<file path="src/rtl/keypad_pkg.sv">
// Shared types and helpers for the 4x4 keypad scanner.
package keypad_pkg;

  localparam int unsigned ROWS = 4;
  localparam int unsigned COLS = 4;

  typedef logic [3:0] key_code_t;

  typedef struct packed {
    logic      none;
    key_code_t code;
  } cand_t;

  // NONE always carries a zero code so candidates compare with plain equality.
  localparam cand_t CAND_NONE = '{none: 1'b1, code: 4'h0};

  function automatic logic [COLS-1:0] col_drive(input logic [1:0] idx);
    return ~(4'b0001 << idx);
  endfunction

endpackage

</file>
<file path="src/rtl/keypad_debounce.sv">
// Whole-scan debouncer: tracks how many consecutive scans produced the same candidate.
module keypad_debounce
  import keypad_pkg::*;
#(
  parameter int unsigned DEBOUNCE_SCANS = 4
) (
  input  logic  clk_i,
  input  logic  rst_i,
  input  logic  eval_i,
  input  cand_t cand_i,
  output logic  accept_key_o,
  output logic  accept_release_o
);

  cand_t      prev_q, prev_d;
  logic [3:0] cnt_q, cnt_d;

  always_comb begin
    prev_d           = prev_q;
    cnt_d            = cnt_q;
    accept_key_o     = 1'b0;
    accept_release_o = 1'b0;
    if (eval_i) begin
      prev_d = cand_i;
      if (cand_i == prev_q) begin
        cnt_d = (cnt_q == 4'd15) ? cnt_q : cnt_q + 4'd1;
      end else begin
        cnt_d = 4'd1;
      end
      // Exact match so a stable run is accepted once, not every scan.
      if (cnt_d == 4'(DEBOUNCE_SCANS)) begin
        accept_key_o     = ~cand_i.none;
        accept_release_o = cand_i.none;
      end
    end
  end

  always_ff @(posedge clk_i or posedge rst_i) begin
    if (rst_i) begin
      prev_q <= CAND_NONE;
      cnt_q  <= '0;
    end else begin
      prev_q <= prev_d;
      cnt_q  <= cnt_d;
    end
  end

endmodule

</file>
<file path="src/rtl/keypad_scanner.sv">
// 4x4 matrix keypad scanner: one-cold column drive, row snapshot, single-key classification.
module keypad_scanner
  import keypad_pkg::*;
#(
  parameter int unsigned SCAN_DIV       = 4096,
  parameter int unsigned DEBOUNCE_SCANS = 4
) (
  input  logic       clk,
  input  logic       rst,
  input  logic [3:0] row_in,
  output logic [3:0] col_out,
  output key_code_t  key_code,
  output logic       key_valid,
  output logic       key_held
);

  localparam int unsigned   DW       = $clog2(SCAN_DIV);
  localparam logic [DW-1:0] DIV_LAST = DW'(SCAN_DIV - 1);

  logic [DW-1:0]        div_q, div_d;
  logic [1:0]           col_q, col_d;
  logic [ROWS*COLS-1:0] snap_q, snap_d;
  key_code_t            key_code_q, key_code_d;
  logic                 key_valid_q, key_held_q, key_held_d;

  logic                 sample, scan_end;
  logic [4:0]           ones;
  key_code_t            hit;
  cand_t                cand;
  logic                 accept_key, accept_release;

  assign sample   = (div_q == DIV_LAST);
  assign scan_end = sample && (col_q == 2'd3);

  always_comb begin
    div_d  = sample ? '0 : div_q + 1'b1;
    col_d  = sample ? col_q + 2'd1 : col_q;
    snap_d = snap_q;
    if (sample) begin
      for (int unsigned r = 0; r < ROWS; r++) begin
        snap_d[{2'(r), col_q}] = ~row_in[r];
      end
    end
  end

  // Classify the snapshot including the incoming column-3 sample, so the
  // decision registers on that edge and key_valid is a flop output in EVAL.
  always_comb begin
    ones = '0;
    hit  = '0;
    for (int unsigned k = 0; k < ROWS*COLS; k++) begin
      if (snap_d[k]) begin
        ones = ones + 5'd1;
        hit  = 4'(k);
      end
    end
    cand = CAND_NONE;
    if (ones == 5'd1) begin
      cand.none = 1'b0;
      cand.code = hit;
    end
  end

  keypad_debounce #(
    .DEBOUNCE_SCANS(DEBOUNCE_SCANS)
  ) u_debounce (
    .clk_i           (clk),
    .rst_i           (rst),
    .eval_i          (scan_end),
    .cand_i          (cand),
    .accept_key_o    (accept_key),
    .accept_release_o(accept_release)
  );

  always_comb begin
    key_code_d = key_code_q;
    key_held_d = key_held_q;
    if (accept_key) begin
      key_code_d = cand.code;
      key_held_d = 1'b1;
    end else if (accept_release) begin
      key_held_d = 1'b0;
    end
  end

  always_ff @(posedge clk or posedge rst) begin
    if (rst) begin
      div_q       <= '0;
      col_q       <= '0;
      snap_q      <= '0;
      key_code_q  <= '0;
      key_valid_q <= 1'b0;
      key_held_q  <= 1'b0;
    end else begin
      div_q       <= div_d;
      col_q       <= col_d;
      snap_q      <= snap_d;
      key_code_q  <= key_code_d;
      key_valid_q <= accept_key;
      key_held_q  <= key_held_d;
    end
  end

  assign col_out   = col_drive(col_q);
  assign key_code  = key_code_q;
  assign key_valid = key_valid_q;
  assign key_held  = key_held_q;

endmodule

</file>
<file path="config.mk">
export PLATFORM = sky130hd
export DESIGN_NAME = keypad_scanner
export DESIGN_NICKNAME = d
export VERILOG_FILES = /design/src/rtl/keypad_pkg.sv /design/src/rtl/keypad_debounce.sv /design/src/rtl/keypad_scanner.sv
export SDC_FILE = /design/constraint.sdc
export NUM_CORES = 1
export LEC_CHECK = 0
export ABC_CLOCK_PERIOD_IN_PS = 14300
export BUFFER_PORTS_ARGS = -buffer_cell sky130_fd_sc_hd__buf_2
export CAP_MARGIN = 0
export CORE_MARGIN = 2
export CORE_UTILIZATION = 55
export CTS_CLUSTER_DIAMETER = 120
export CTS_CLUSTER_SIZE = 30
export DETAILED_ROUTE_END_ITERATION = 16
export PLACE_DENSITY = 0.72
export SETUP_SLACK_MARGIN = 0.2
export SYNTH_ARGS = -nofsm -noshare
export SYNTH_HDL_FRONTEND = slang
export SYNTH_SLANG_ARGS = --single-unit
</file>
<file path="constraint.sdc">
create_clock -name clk -period 14.3 [get_ports clk]
set_input_delay 0.715 -clock clk [delete_from_list [all_inputs] [get_ports clk]]
set_output_delay 0.715 -clock clk [all_outputs]
set_load 0.1 [all_outputs]
</file>
==> results.txt, run 1 <==
----------------------------------------------------
[Floorplanning]
  Die Y-Extent ... 87.4 um
  Starting density of the core ... 56.6%
  DIE WIDTH ... 87.4 um
  Standard-cell rows ... 30
  Full die area ... 7640 um2
  Number of placed I/O pins ... 16
  Core Footprint ... 6760 um2

[STA]
  Sum of negative setup slack ... 0 ns
  RSZ-0062 raised after global routing ... false
  Slew at the pin with the worst max-slew slack ... 0.922 ns
  Maximum clock frequency ... 0.0853 GHz
  Count of pins over their slew limit ... 0
  Minimum clock period ... 11.73 ns
  Final period util ... 82.0%
  Final number of hold-violating endpoints ... 0
  Final-report setup violation count ... 0
  Worst rel slew slack ... 38.4%
  Maximum clock skew at final layout ... 0.00671 ns

[Pwr]
  Combinational fraction of design power ... 63.0%
  Clock share of power ... 13.8%
  Pwr per Cell Area ... 140 nW/um2
  Share of total power consumed by net switching ... 43.0%
  Sw Pwr ... 0.000245 W
  Final Total Pwr ... 0.000570 W
  Static Leak ... 1.83 nW
  Maximum VDD drop ... 0.138 mV
  Internal power summed over all cells ... 0.000325 W
  Sequential Power Share ... 23.2%

[Clock tree]
  Clock latency reported for the late side of the worst-skew pair ... 0.30 ns
  CTS H-Tree Depth ... 2
  Number of buffers created by CTS ... 5
  Hold buffer count at CTS ... 0
  Maximum clock insertion buffer count ... 2
  Setup fix buffers added after clock tree synthesis ... 0
  CTS sink count ... 45
  Clock tree root buffer cell ... clkbuf_8
  Clock transition at path regs ... 0.08 ns
  Count of instances resized after the clock tree is built ... 0
  CTS tree ... yes

[Place]
  Routability-driven placement congestion ratio ... 0.874
  PortBufs ... 15
  Post-detailed-placement half-perimeter wirelength ... 5980 um

[Critical path]
  Crit-path max cell delay ... 0.55 ns
  Cell with the largest stage delay on the worst path ... and4_1
  Most common cell on crit path ... ha_1
  R2r startpoint ... div_q[0]
  Startpoint kind of the worst setup timing path ... register
  Startpoint-to-endpoint class of the critical path ... register to register
  Worst reg2reg setup slack ... 2.57 ns
  Worst path bufs/invs ... 5
  Required time worst endpoint ... 14.49 ns
  Delay-heaviest family, CP ... adder cells
  Crit path arrival time ... 11.92 ns
  Top fanout value on the critical path ... 12
  Endpoint kind of the worst setup timing path ... register
  RR Endpoint ... u_debounce.cnt_q[0]
  Cell depth of the worst flop-to-flop path ... 55

[Route]
  Number of detailed-routing iterations run before antenna repair ... 5
  Vias per std cell ... 5.91
  Via total after detailed routing ... 3115
  Aggregate routed wire length ... 7680 um
  Initial DRC Count ... 166
  DR DRC count ... 0
  Routed wirelength normalized by instance count ... 14.6 um
  Count of antenna-violating nets left after detailed routing ... 0

[Final layout]
  Sequential Area ... 1130 um2
  Fraction of final layout cells sized beyond drive strength 1 ... 13.9%
  Core Util, Final ... 60.1%
  Nets ... 472
  Area occupied by multi-input gates ... 2550 um2
  N_diodes ... 0
  Number of fill cells ... 581
  Syn-to-layout area delta ... 6.18%

[Yosys]
  Post-Synthesis Cells ... 429
  Register area share after synthesis ... 29.5%
  Area of the mapped netlist ... 3830 um2
  Post-Syn Area per Cell ... 8.92 um2
  Count of flip-flops with a built-in enable after synthesis ... 0
  Most common flop cell mapped by yosys ... dfrtp_1
  Warnings, synthesis ... 0
  Number of synthesized register bits ... 45
  Number of library cell types mapped by synthesis ... 69
  Share of synthesized registers carrying an async set or reset ... 100%
  Number of nets produced by synthesis ... 455

[GRT]
  Total track usage ... 21.8%
  Global-route wire length before repair ... 13500 um
  Remaining Overflow, GRT ... 0
  Initial antenna violation count ... 0
  Largest net degree at the start of global routing ... 46
  Vias in the first global route ... 2881

[Min path]
  End point of the most critical hold path ... div_q[0]
  Hold Path Cell Cnt ... 1
  Class of the tightest hold or removal check ... register to register
  Critical hold path startpoint ... div_q[0]

[Run status]
  Result of the run ... finished clean

[Job]
  Number of maximum-capacitance constraint violations ... 0

----------------------------------------------------
==> layer usage <==
layer | vias to the layer above | GRT usage [%] | routed length (um)
li1 | 1576 | - | -
met1 | 1493 | 30.3 | 3780
met2 | 41 | 36.3 | 3640
met3 | 5 | 2.94 | 194
met4 | 0 | 4.90 | 59
met5 | - | 0 | 0
==> cell type report <==
| type | count | area share [%] |
|---|---|---|
| multi-input cells | 346 | 62.7 |
| clock inverters | 3 | 0.431 |
| clock buffers | 5 | 1.69 |
| inverters | 32 | 2.96 |
| repair buffers | 16 | 2.03 |
| well taps | 80 | 2.46 |
| flip-flops and latches | 45 | 27.7 |
==> cell usage after synthesis (3+ instances only) <==
| master | instances | area share [%] |
|---|---|---|
| a21o_1 | 7 | 1.4 |
| o21a_1 | 6 | 1.2 |
| nor3_1 | 9 | 1.2 |
| o31ai_1 | 7 | 1.4 |
| inv_2 | 3 | 0.29 |
| and4_1 | 3 | 0.69 |
| dfrtp_1 | 44 | 29 |
| nand4_4 | 3 | 1.7 |
| a21oi_1 | 18 | 2.4 |
| o21ai_1 | 4 | 0.52 |
| inv_1 | 27 | 2.6 |
| xnor2_1 | 35 | 8.0 |
| xnor2_2 | 5 | 2.1 |
| nor2_1 | 39 | 3.8 |
| ha_1 | 20 | 6.5 |
| and3_1 | 4 | 0.65 |
| o21ai_0 | 20 | 2.6 |
| xor2_1 | 12 | 2.7 |
| nand4_1 | 7 | 1.1 |
| o22a_1 | 3 | 0.69 |
| a31oi_1 | 5 | 0.82 |
| mux2i_2 | 3 | 1.1 |
| nor3b_1 | 4 | 0.78 |
| o31a_1 | 3 | 0.69 |
| nor4_1 | 3 | 0.49 |
| a41oi_1 | 3 | 0.69 |
| nand3_1 | 21 | 2.7 |
| mux2_2 | 6 | 1.8 |
| o211ai_1 | 4 | 0.78 |
| mux2i_1 | 6 | 1.6 |
| a31o_2 | 3 | 0.69 |
| nand2_1 | 44 | 4.3 |
==> cell usage in the layout, fill, tap and decap left out, drive strengths merged, types with 4 or more instances in the layout <==
master / netlist / routed
xor2: 12 / 12
nand2: 44 / 44
nor4: 4 / 4
nor2: 39 / 39
o31ai: 7 / 7
mux2i: 9 / 9
a21oi: 19 / 19
xnor2: 41 / 41
ha: 20 / 20
mux2: 7 / 7
o211ai: 4 / 4
clkbuf: 2 / 5
clkinv: 2 / 4
dfrtp: 44 / 44
inv: 30 / 30
o21a: 6 / 6
a31oi: 5 / 5
a21o: 7 / 7
nor3: 10 / 10
nand4: 12 / 12
buf: 4 / 16
and3: 4 / 4
nand3: 21 / 21
nor3b: 4 / 4
o21ai: 25 / 25
==> through the flow <==
| stage | setup WS (ns) | cell area, um2 | hold WS [ns] | std cells |
|---|---|---|---|---|
| floorplan | 4.05 | 3830 | 0.447 | 429 |
| global placement | 2.94 | 3980 | 0.470 | 519 |
| detailed placement | 2.66 | 3980 | 0.482 | 519 |
| CTS | 2.61 | 4060 | 0.494 | 527 |
| global route | 1.78 | 4060 | 0.521 | 527 |
| finish | 2.57 | 4060 | 0.495 | 527 |
==> sequential cells by signal, summed over array words and instances, names as in the netlist <==
signal             flops
col_q                  2
div_q                 12
key_code               4
key_held               1
key_valid              1
snap_q                16
u_debounce.cnt_q       4
u_debounce.prev_q      5
==> worst max-delay path by stage <==
stage	cells past startpoint	start	end	slack [ns]
floorplan	57	div_q[0]	u_debounce.cnt_q[0]	4.05
global placement	55	div_q[0]	u_debounce.cnt_q[3]	2.94
detailed placement	55	div_q[0]	u_debounce.cnt_q[0]	2.66
CTS	55	div_q[0]	u_debounce.cnt_q[0]	2.61
global route	56	div_q[0]	key_code[2]	1.78
finish	55	div_q[0]	u_debounce.cnt_q[0]	2.57
==> cell families (layout without fill, tap and decap cells) <==
logic type,count (synthesis),after routing,synth area share (%)
xor gates and xnor gates,57,57,16.1
buffers and inverters,38,56,3.99
and+or+nand+nor,153,153,20.9
adders and majority gates,20,20,6.54
muxes,16,16,4.81
DFF,45,45,29.5
AOI/OAI and AO/OA,100,100,18.2
==> power groups by stage <==
stage / clock network (W) / registers (W) / logic [W]
6_report: 0.0000785 / 0.000132 / 0.000359
4_1_cts: 0.0000798 / 0.000132 / 0.000358
3_5_place_dp: 0 / 0.000135 / 0.000356
3_3_place_gp: 0 / 0.000134 / 0.000349
5_1_grt: 0.0000858 / 0.000132 / 0.000408
2_1_floorplan: 0 / 0.000134 / 0.000306
No activity file was read; power rests on OpenSTA's default activity.
==> inputs of run 2 (changes only) <==
--- a/config.mk
+++ b/config.mk
@@ -5,7 +5,7 @@
 export SDC_FILE = /design/constraint.sdc
 export NUM_CORES = 1
 export LEC_CHECK = 0
-export ABC_CLOCK_PERIOD_IN_PS = 14300
+export ABC_CLOCK_PERIOD_IN_PS = 12000
 export BUFFER_PORTS_ARGS = -buffer_cell sky130_fd_sc_hd__buf_2
 export CAP_MARGIN = 0
 export CORE_MARGIN = 2
==> constraint.sdc (replaced) <==
create_clock -name clk -period 12 [get_ports clk]
set_input_delay 0.6 -clock clk [delete_from_list [all_inputs] [get_ports clk]]
set_output_delay 0.6 -clock clk [all_outputs]
set_load 0.1 [all_outputs]
==> run 2 against run 1 <==
Setup slack got worse by 1.7 ns. Highest routed layer unchanged. Combinational power grew 56%. Core utilization up 2.0 points. Via count is 3.1% higher. Sequential share of layout area down 0.89 points. First-iteration DRC count decreased by 27%. Sequential power grew 19%. Flip-flop and latch count did not move.
==> results.txt, run 2 (same netlist as run 1, synthesis figures left out) <==
----------------------------------------------------
[Critical path]
  Top fanout value on the critical path ... 7 (-5)
  Most common cell on crit path ... ha_1
  Delay-heaviest family, CP ... adder cells
  Crit-path max cell delay ... 0.38 ns (-0.17 ns)
  Startpoint-to-endpoint class of the critical path ... register to register
  Required time worst endpoint ... 12.18 ns (-2.31 ns)
  Cell with the largest stage delay on the worst path ... dfrtp_1
  Worst path bufs/invs ... 5 (unchanged)
  Endpoint kind of the worst setup timing path ... register
  Startpoint kind of the worst setup timing path ... register
  Crit path arrival time ... 11.29 ns (-0.63 ns)

[Final layout]
  N_diodes ... 0 (unchanged)
  Number of flip-flops in the largest register ... 16 (unchanged)
  Fraction of final layout cells sized beyond drive strength 1 ... 16.7% (+2.8 points)
  Post-layout instance area ... 4200 um2 (+3.3%)
  Number of fill cells ... 579 (-0.34%)
  Regs by FF count ... snap_q x16, div_q x12, u_debounce.prev_q x5
  Reg with most FFs ... snap_q
  Syn-to-layout area delta ... 9.71%
  Post-Layout Cell Count ... 535 (+1.5%)
  Most used cells in the layout excluding fill and tap cells ... 44 x nand2_1, 44 x dfrtp_1, 39 x nor2_1, 33 x xnor2_1, 26 x inv_1
  Core Util, Final ... 62.1% (+2.0 points)
  Nets ... 480 (+1.7%)

[STA]
  Final-report setup violation count ... 0 (unchanged)
  RSZ-0062 raised after global routing ... false
  Worst rel slew slack ... 38.7% (+0.32 points)
  Sum of negative setup slack ... 0 ns (unchanged)
  Minimum clock period ... 11.11 ns (-0.623 ns)
  Count of pins over their slew limit ... 0 (unchanged)
  Maximum clock frequency ... 0.0900 GHz (+5.6%)
  Maximum clock skew at final layout ... 0.00605 ns (-0.000664 ns)
  Final period util ... 92.6% (+11 points)
  Final number of hold-violating endpoints ... 0 (unchanged)
  Slew at the pin with the worst max-slew slack ... 0.918 ns (-0.00485 ns)

[Pwr]
  Share of total power consumed by net switching ... 44.7% (+1.7 points)
  Clock share of power ... 11.8% (-2.0 points)
  Sw Pwr ... 0.000364 W (+49%)
  Maximum VDD drop ... 0.171 mV (+24%)
  Internal power summed over all cells ... 0.000450 W (+39%)
  Combinational fraction of design power ... 68.9% (+5.9 points)
  Pwr per Cell Area ... 194 nW/um2 (+38%)
  Sequential Power Share ... 19.3% (-3.9 points)
  Static Leak ... 1.89 nW (+3.4%)

[Clock tree]
  Clock tree root buffer cell ... clkbuf_8
  Maximum clock insertion buffer count ... 2 (unchanged)
  CTS H-Tree Depth ... 2 (unchanged)
  Number of buffers created by CTS ... 5 (unchanged)
  CTS tree ... yes
  Hold buffer count at CTS ... 0 (unchanged)
  CTS sink count ... 45 (unchanged)
  Clock latency reported for the late side of the worst-skew pair ... 0.30 ns (about the same)
  Clock transition at path regs ... 0.08 ns (about the same)

[Place]
  Routability-driven placement congestion ratio ... 0.903 (+3.2%)
  Post-detailed-placement half-perimeter wirelength ... 6130 um (+2.4%)
  Post-detailed-placement cell area ... 3980 um2 (+0.19%)
  Cells after DPL ... 520 (+0.19%)
  PortBufs ... 15 (unchanged)

[Floorplanning]
  Full die area ... 7640 um2 (unchanged)
  Starting density of the core ... 56.6% (unchanged)
  Number of placed I/O pins ... 16 (unchanged)
  Core Footprint ... 6760 um2 (unchanged)
  Standard-cell rows ... 30 (unchanged)
  Die Y-Extent ... 87.4 um (unchanged)
  DIE WIDTH ... 87.4 um (unchanged)

[Route]
  Number of detailed-routing iterations run before antenna repair ... 4 (-1)
  Aggregate routed wire length ... 8310 um (+8.2%)
  Vias per std cell ... 6.01 (+1.6%)
  Initial DRC Count ... 121 (-27%)
  Via total after detailed routing ... 3213 (+3.1%)
  Routed wirelength normalized by instance count ... 15.5 um (+6.6%)
  DR DRC count ... 0 (unchanged)
  Count of antenna-violating nets left after detailed routing ... 0 (unchanged)

[Min path]
  Class of the tightest hold or removal check ... register to register

[GRT]
  Largest net degree at the start of global routing ... 46 (unchanged)
  Total track usage ... 22.3% (+0.50 points)
  Initial antenna violation count ... 0 (unchanged)
  Vias in the first global route ... 3030 (+5.2%)
  Global-route wire length before repair ... 13800 um (+2.1%)
  Remaining Overflow, GRT ... 0 (unchanged)

[Job]
  Number of maximum-capacitance constraint violations ... 0 (unchanged)

[Run status]
  Result of the run ... finished clean

----------------------------------------------------
run 2: layer usage:
| layer | wire length [um] | track usage [%] |
|---|---|---|
| met2 | 3980 | 37.7 |
| met4 | 125 | 5.73 |
| met1 | 4030 | 30.6 |
| met3 | 171 | 2.27 |
| met5 | 0 | 0 |
run 2: area by class of cell:
cell class	count	area, um2	share of cell area [%]
Tap cell	80	100	2.38
Clock buffer	8	90.1	2.15
Multi-Input combinational cell	347	2630	62.5
Inverter	32	120	2.86
Sequential cell	45	1130	26.9
Timing Repair Buffer	23	135	3.22
run 2: final timing paths:
path	startpoint	endpoint	slack (ns)	cells after the start
setup / recovery	div_q[0]	u_debounce.cnt_q[0]	0.89	56
hold / removal	div_q[0]	div_q[0]	0.48	1
setup reg to reg	div_q[0]	u_debounce.cnt_q[0]	0.89	56
hold reg to reg	div_q[0]	div_q[0]	0.48	1
max in group asynchronous	rst	u_debounce.cnt_q[1]	10.93	2
min in group asynchronous	rst	div_q[2]	0.50	2
run 2: what timing repair did:
item / 4_1_cts / 5_1_grt
endpoints found under the setup margin: 0 / 15
buffers inserted: 0 / 6
gates resized for setup: 0 / 14
run 2: power groups by stage:
stage	Sequential (W)	Combinational [W]	Clock (W)
final	0.000157	0.000561	0.0000961
after global routing	0.000158	0.000618	0.000105
after CTS	0.000157	0.000430	0.0000968
after detailed placement	0.000160	0.000426	0
after global placement	0.000160	0.000416	0
after floorplan	0.000160	0.000365	0
run 2: per-stage QoR:
step                      hold slack, ns  setup WS, ns  power (W)
after global placement             0.467         0.812   0.000576
after floorplan                    0.447          1.75   0.000525
after CTS                          0.481         0.478   0.000684
after detailed placement           0.471         0.551   0.000587
after global routing               0.531         0.145   0.000881
final                              0.483         0.893   0.000815
==> inputs of run 3 (changes only) <==
--- a/config.mk
+++ b/config.mk
@@ -14,6 +14,7 @@
 export CTS_CLUSTER_SIZE = 30
 export DETAILED_ROUTE_END_ITERATION = 16
 export PLACE_DENSITY = 0.72
+export RECOVER_POWER = 25
 export SETUP_SLACK_MARGIN = 0.2
 export SYNTH_ARGS = -nofsm -noshare
 export SYNTH_HDL_FRONTEND = slang
==> run 3 against run 2 <==
The flow now finishes with violations (capacitance limit, slew limit). Clock skew hardly changed. Design area stayed put. Wire length hardly changed. Via count stayed put. Critical path depth stayed put. Maximum frequency hardly changed. Hold slack stayed put. Critical endpoint unchanged. Highest routed layer unchanged.
==> results.txt, run 3 (same netlist as run 1, synthesis figures left out) <==
----------------------------------------------------
[Clock tree]
  Clock latency reported for the late side of the worst-skew pair ... 0.30 ns (about the same)
  CTS sink count ... 45 (unchanged)
  CTS H-Tree Depth ... 2 (unchanged)
  Clock tree root buffer cell ... clkbuf_8
  Clock transition at path regs ... 0.08 ns (about the same)
  Number of buffers created by CTS ... 5 (unchanged)
  Hold buffer count at CTS ... 0 (unchanged)
  Maximum clock insertion buffer count ... 2 (unchanged)
  CTS tree ... yes

[STA]
  Slew at the pin with the worst max-slew slack ... 1.65 ns (+0.733 ns)
  Sum of negative setup slack ... 0 ns (unchanged)
  Final number of hold-violating endpoints ... 0 (unchanged)
  Worst rel slew slack ... -10.2% (-49 points)
  Count of pins over their slew limit ... 46 (+46)
  Min setup slack post-route ... 0.891 ns (-0.00220 ns)
  Minimum clock period ... 11.11 ns (+0.00220 ns)
  Maximum clock frequency ... 0.0900 GHz (about the same)
  RSZ-0062 raised after global routing ... false
  Final-report setup violation count ... 0 (unchanged)
  Final period util ... 92.6% (about the same)
  Maximum clock skew at final layout ... 0.00607 ns (+0.0000173 ns)

[Route]
  Count of antenna-violating nets left after detailed routing ... 0 (unchanged)
  DR DRC count ... 0 (unchanged)
  Via total after detailed routing ... 3213 (unchanged)
  Aggregate routed wire length ... 8310 um (about the same)
  Number of detailed-routing iterations run before antenna repair ... 4 (unchanged)
  Routed wirelength normalized by instance count ... 15.5 um (about the same)
  Vias per std cell ... 6.01 (unchanged)
  Initial DRC Count ... 121 (unchanged)

[Pwr]
  Combinational fraction of design power ... 68.9% (about the same)
  Internal power summed over all cells ... 0.000450 W (about the same)
  Clock share of power ... 11.8% (about the same)
  Sequential Power Share ... 19.3% (about the same)
  Static Leak ... 1.89 nW (about the same)
  Sw Pwr ... 0.000364 W (about the same)
  Share of total power consumed by net switching ... 44.7% (about the same)
  Maximum VDD drop ... 0.171 mV (about the same)
  Pwr per Cell Area ... 194 nW/um2 (about the same)

[Final layout]
  Nets ... 480 (unchanged)
  Fraction of final layout cells sized beyond drive strength 1 ... 16.5% (-0.22 points)
  Syn-to-layout area delta ... 9.71% (unchanged)
  Reg with most FFs ... snap_q
  Number of fill cells ... 579 (unchanged)
  Regs by FF count ... snap_q x16, div_q x12, u_debounce.prev_q x5
  Most used cells in the layout excluding fill and tap cells ... 44 x nand2_1, 44 x dfrtp_1, 39 x nor2_1, 33 x xnor2_1, 27 x inv_1
  N_diodes ... 0 (unchanged)
  Core Util, Final ... 62.1% (unchanged)
  Number of flip-flops in the largest register ... 16 (unchanged)

[Critical path]
  Crit path arrival time ... 11.29 ns (about the same)
  Delay-heaviest family, CP ... adder cells
  Worst path bufs/invs ... 5 (unchanged)
  Required time worst endpoint ... 12.18 ns (about the same)
  Cell with the largest stage delay on the worst path ... dfrtp_1
  Most common cell on crit path ... ha_1
  Crit-path max cell delay ... 0.38 ns (about the same)
  Top fanout value on the critical path ... 7 (unchanged)
  Startpoint-to-endpoint class of the critical path ... register to register
  Endpoint kind of the worst setup timing path ... register
  Startpoint kind of the worst setup timing path ... register

[Place]
  Post-detailed-placement half-perimeter wirelength ... 6130 um (unchanged)
  Routability-driven placement congestion ratio ... 0.903 (unchanged)
  Post-place setup slack ... 0.551 ns (unchanged)
  PortBufs ... 15 (unchanged)

[Floorplanning]
  DIE WIDTH ... 87.4 um (unchanged)
  Full die area ... 7640 um2 (unchanged)
  Number of placed I/O pins ... 16 (unchanged)
  Die Y-Extent ... 87.4 um (unchanged)
  Core Footprint ... 6760 um2 (unchanged)
  Standard-cell rows ... 30 (unchanged)
  Starting density of the core ... 56.6% (unchanged)

[Run status]
  Result of the run ... finished, violations left
  Violated checks ... capacitance limit, slew limit

[GRT]
  Largest net degree at the start of global routing ... 46 (unchanged)
  Remaining Overflow, GRT ... 0 (unchanged)
  Initial antenna violation count ... 0 (unchanged)
  Total track usage ... 22.3% (unchanged)
  Global-route wire length before repair ... 13800 um (unchanged)
  Vias in the first global route ... 3030 (unchanged)

[Min path]
  Class of the tightest hold or removal check ... register to register

[Job]
  Number of maximum-capacitance constraint violations ... 1 (+1)

----------------------------------------------------
## run 3: final cells by class
class | instances | area (um2) | share of cell area (%)
multi-input combinational | 347 | 2630 | 62.5
sequential | 45 | 1130 | 26.9
timing repair buffer | 23 | 135 | 3.22
inverter | 32 | 120 | 2.86
tap | 80 | 100 | 2.38
clock buffer | 8 | 90.1 | 2.15
## run 3: per-layer routing
layer	vias up	share of wire [%]	track usage, %
li1	1602	-	-
met1	1549	49	30.6
met2	51	48	37.7
met3	11	1.9	2.27
met4	0	1.5	5.73
met5	-	0	0
## run 3: power by group through the flow
| stage | logic [W] | registers (W) | clock network (W) |
|---|---|---|---|
| after floorplan | 0.000365 | 0.000160 | 0 |
| after global placement | 0.000416 | 0.000160 | 0 |
| after detailed placement | 0.000426 | 0.000160 | 0 |
| after CTS | 0.000430 | 0.000157 | 0.0000968 |
| after global routing | 0.000618 | 0.000158 | 0.000105 |
| final | 0.000561 | 0.000157 | 0.0000961 |
## run 3: path summary, 6_finish.rpt
kind / from / endpoint / slack, ns / cells after the start
max: div_q[0] / u_debounce.cnt_q[0] / 0.89 / 56
min in group asynchronous: rst / div_q[2] / 0.80 / 2
min reg2reg: div_q[0] / div_q[0] / 0.48 / 1
max in group asynchronous: rst / u_debounce.cnt_q[1] / 10.24 / 2
max reg2reg: div_q[0] / u_debounce.cnt_q[0] / 0.89 / 56
min: div_q[0] / div_q[0] / 0.48 / 1
## run 3: per-stage QoR
step	cells	hold WS, ns	area [um2]	total power (W)
after floorplan	429	0.447	3830	0.000525
after global placement	520	0.467	3980	0.000576
final	535	0.483	4200	0.000815
after CTS	528	0.481	4070	0.000684
after detailed placement	520	0.471	3980	0.000587
after global routing	535	0.531	4200	0.000881
## run 3: timing repair
action,4_1_cts,5_1_grt
gates resized for setup,0,14
setup endpoints to repair,0,15
buffers inserted,0,6
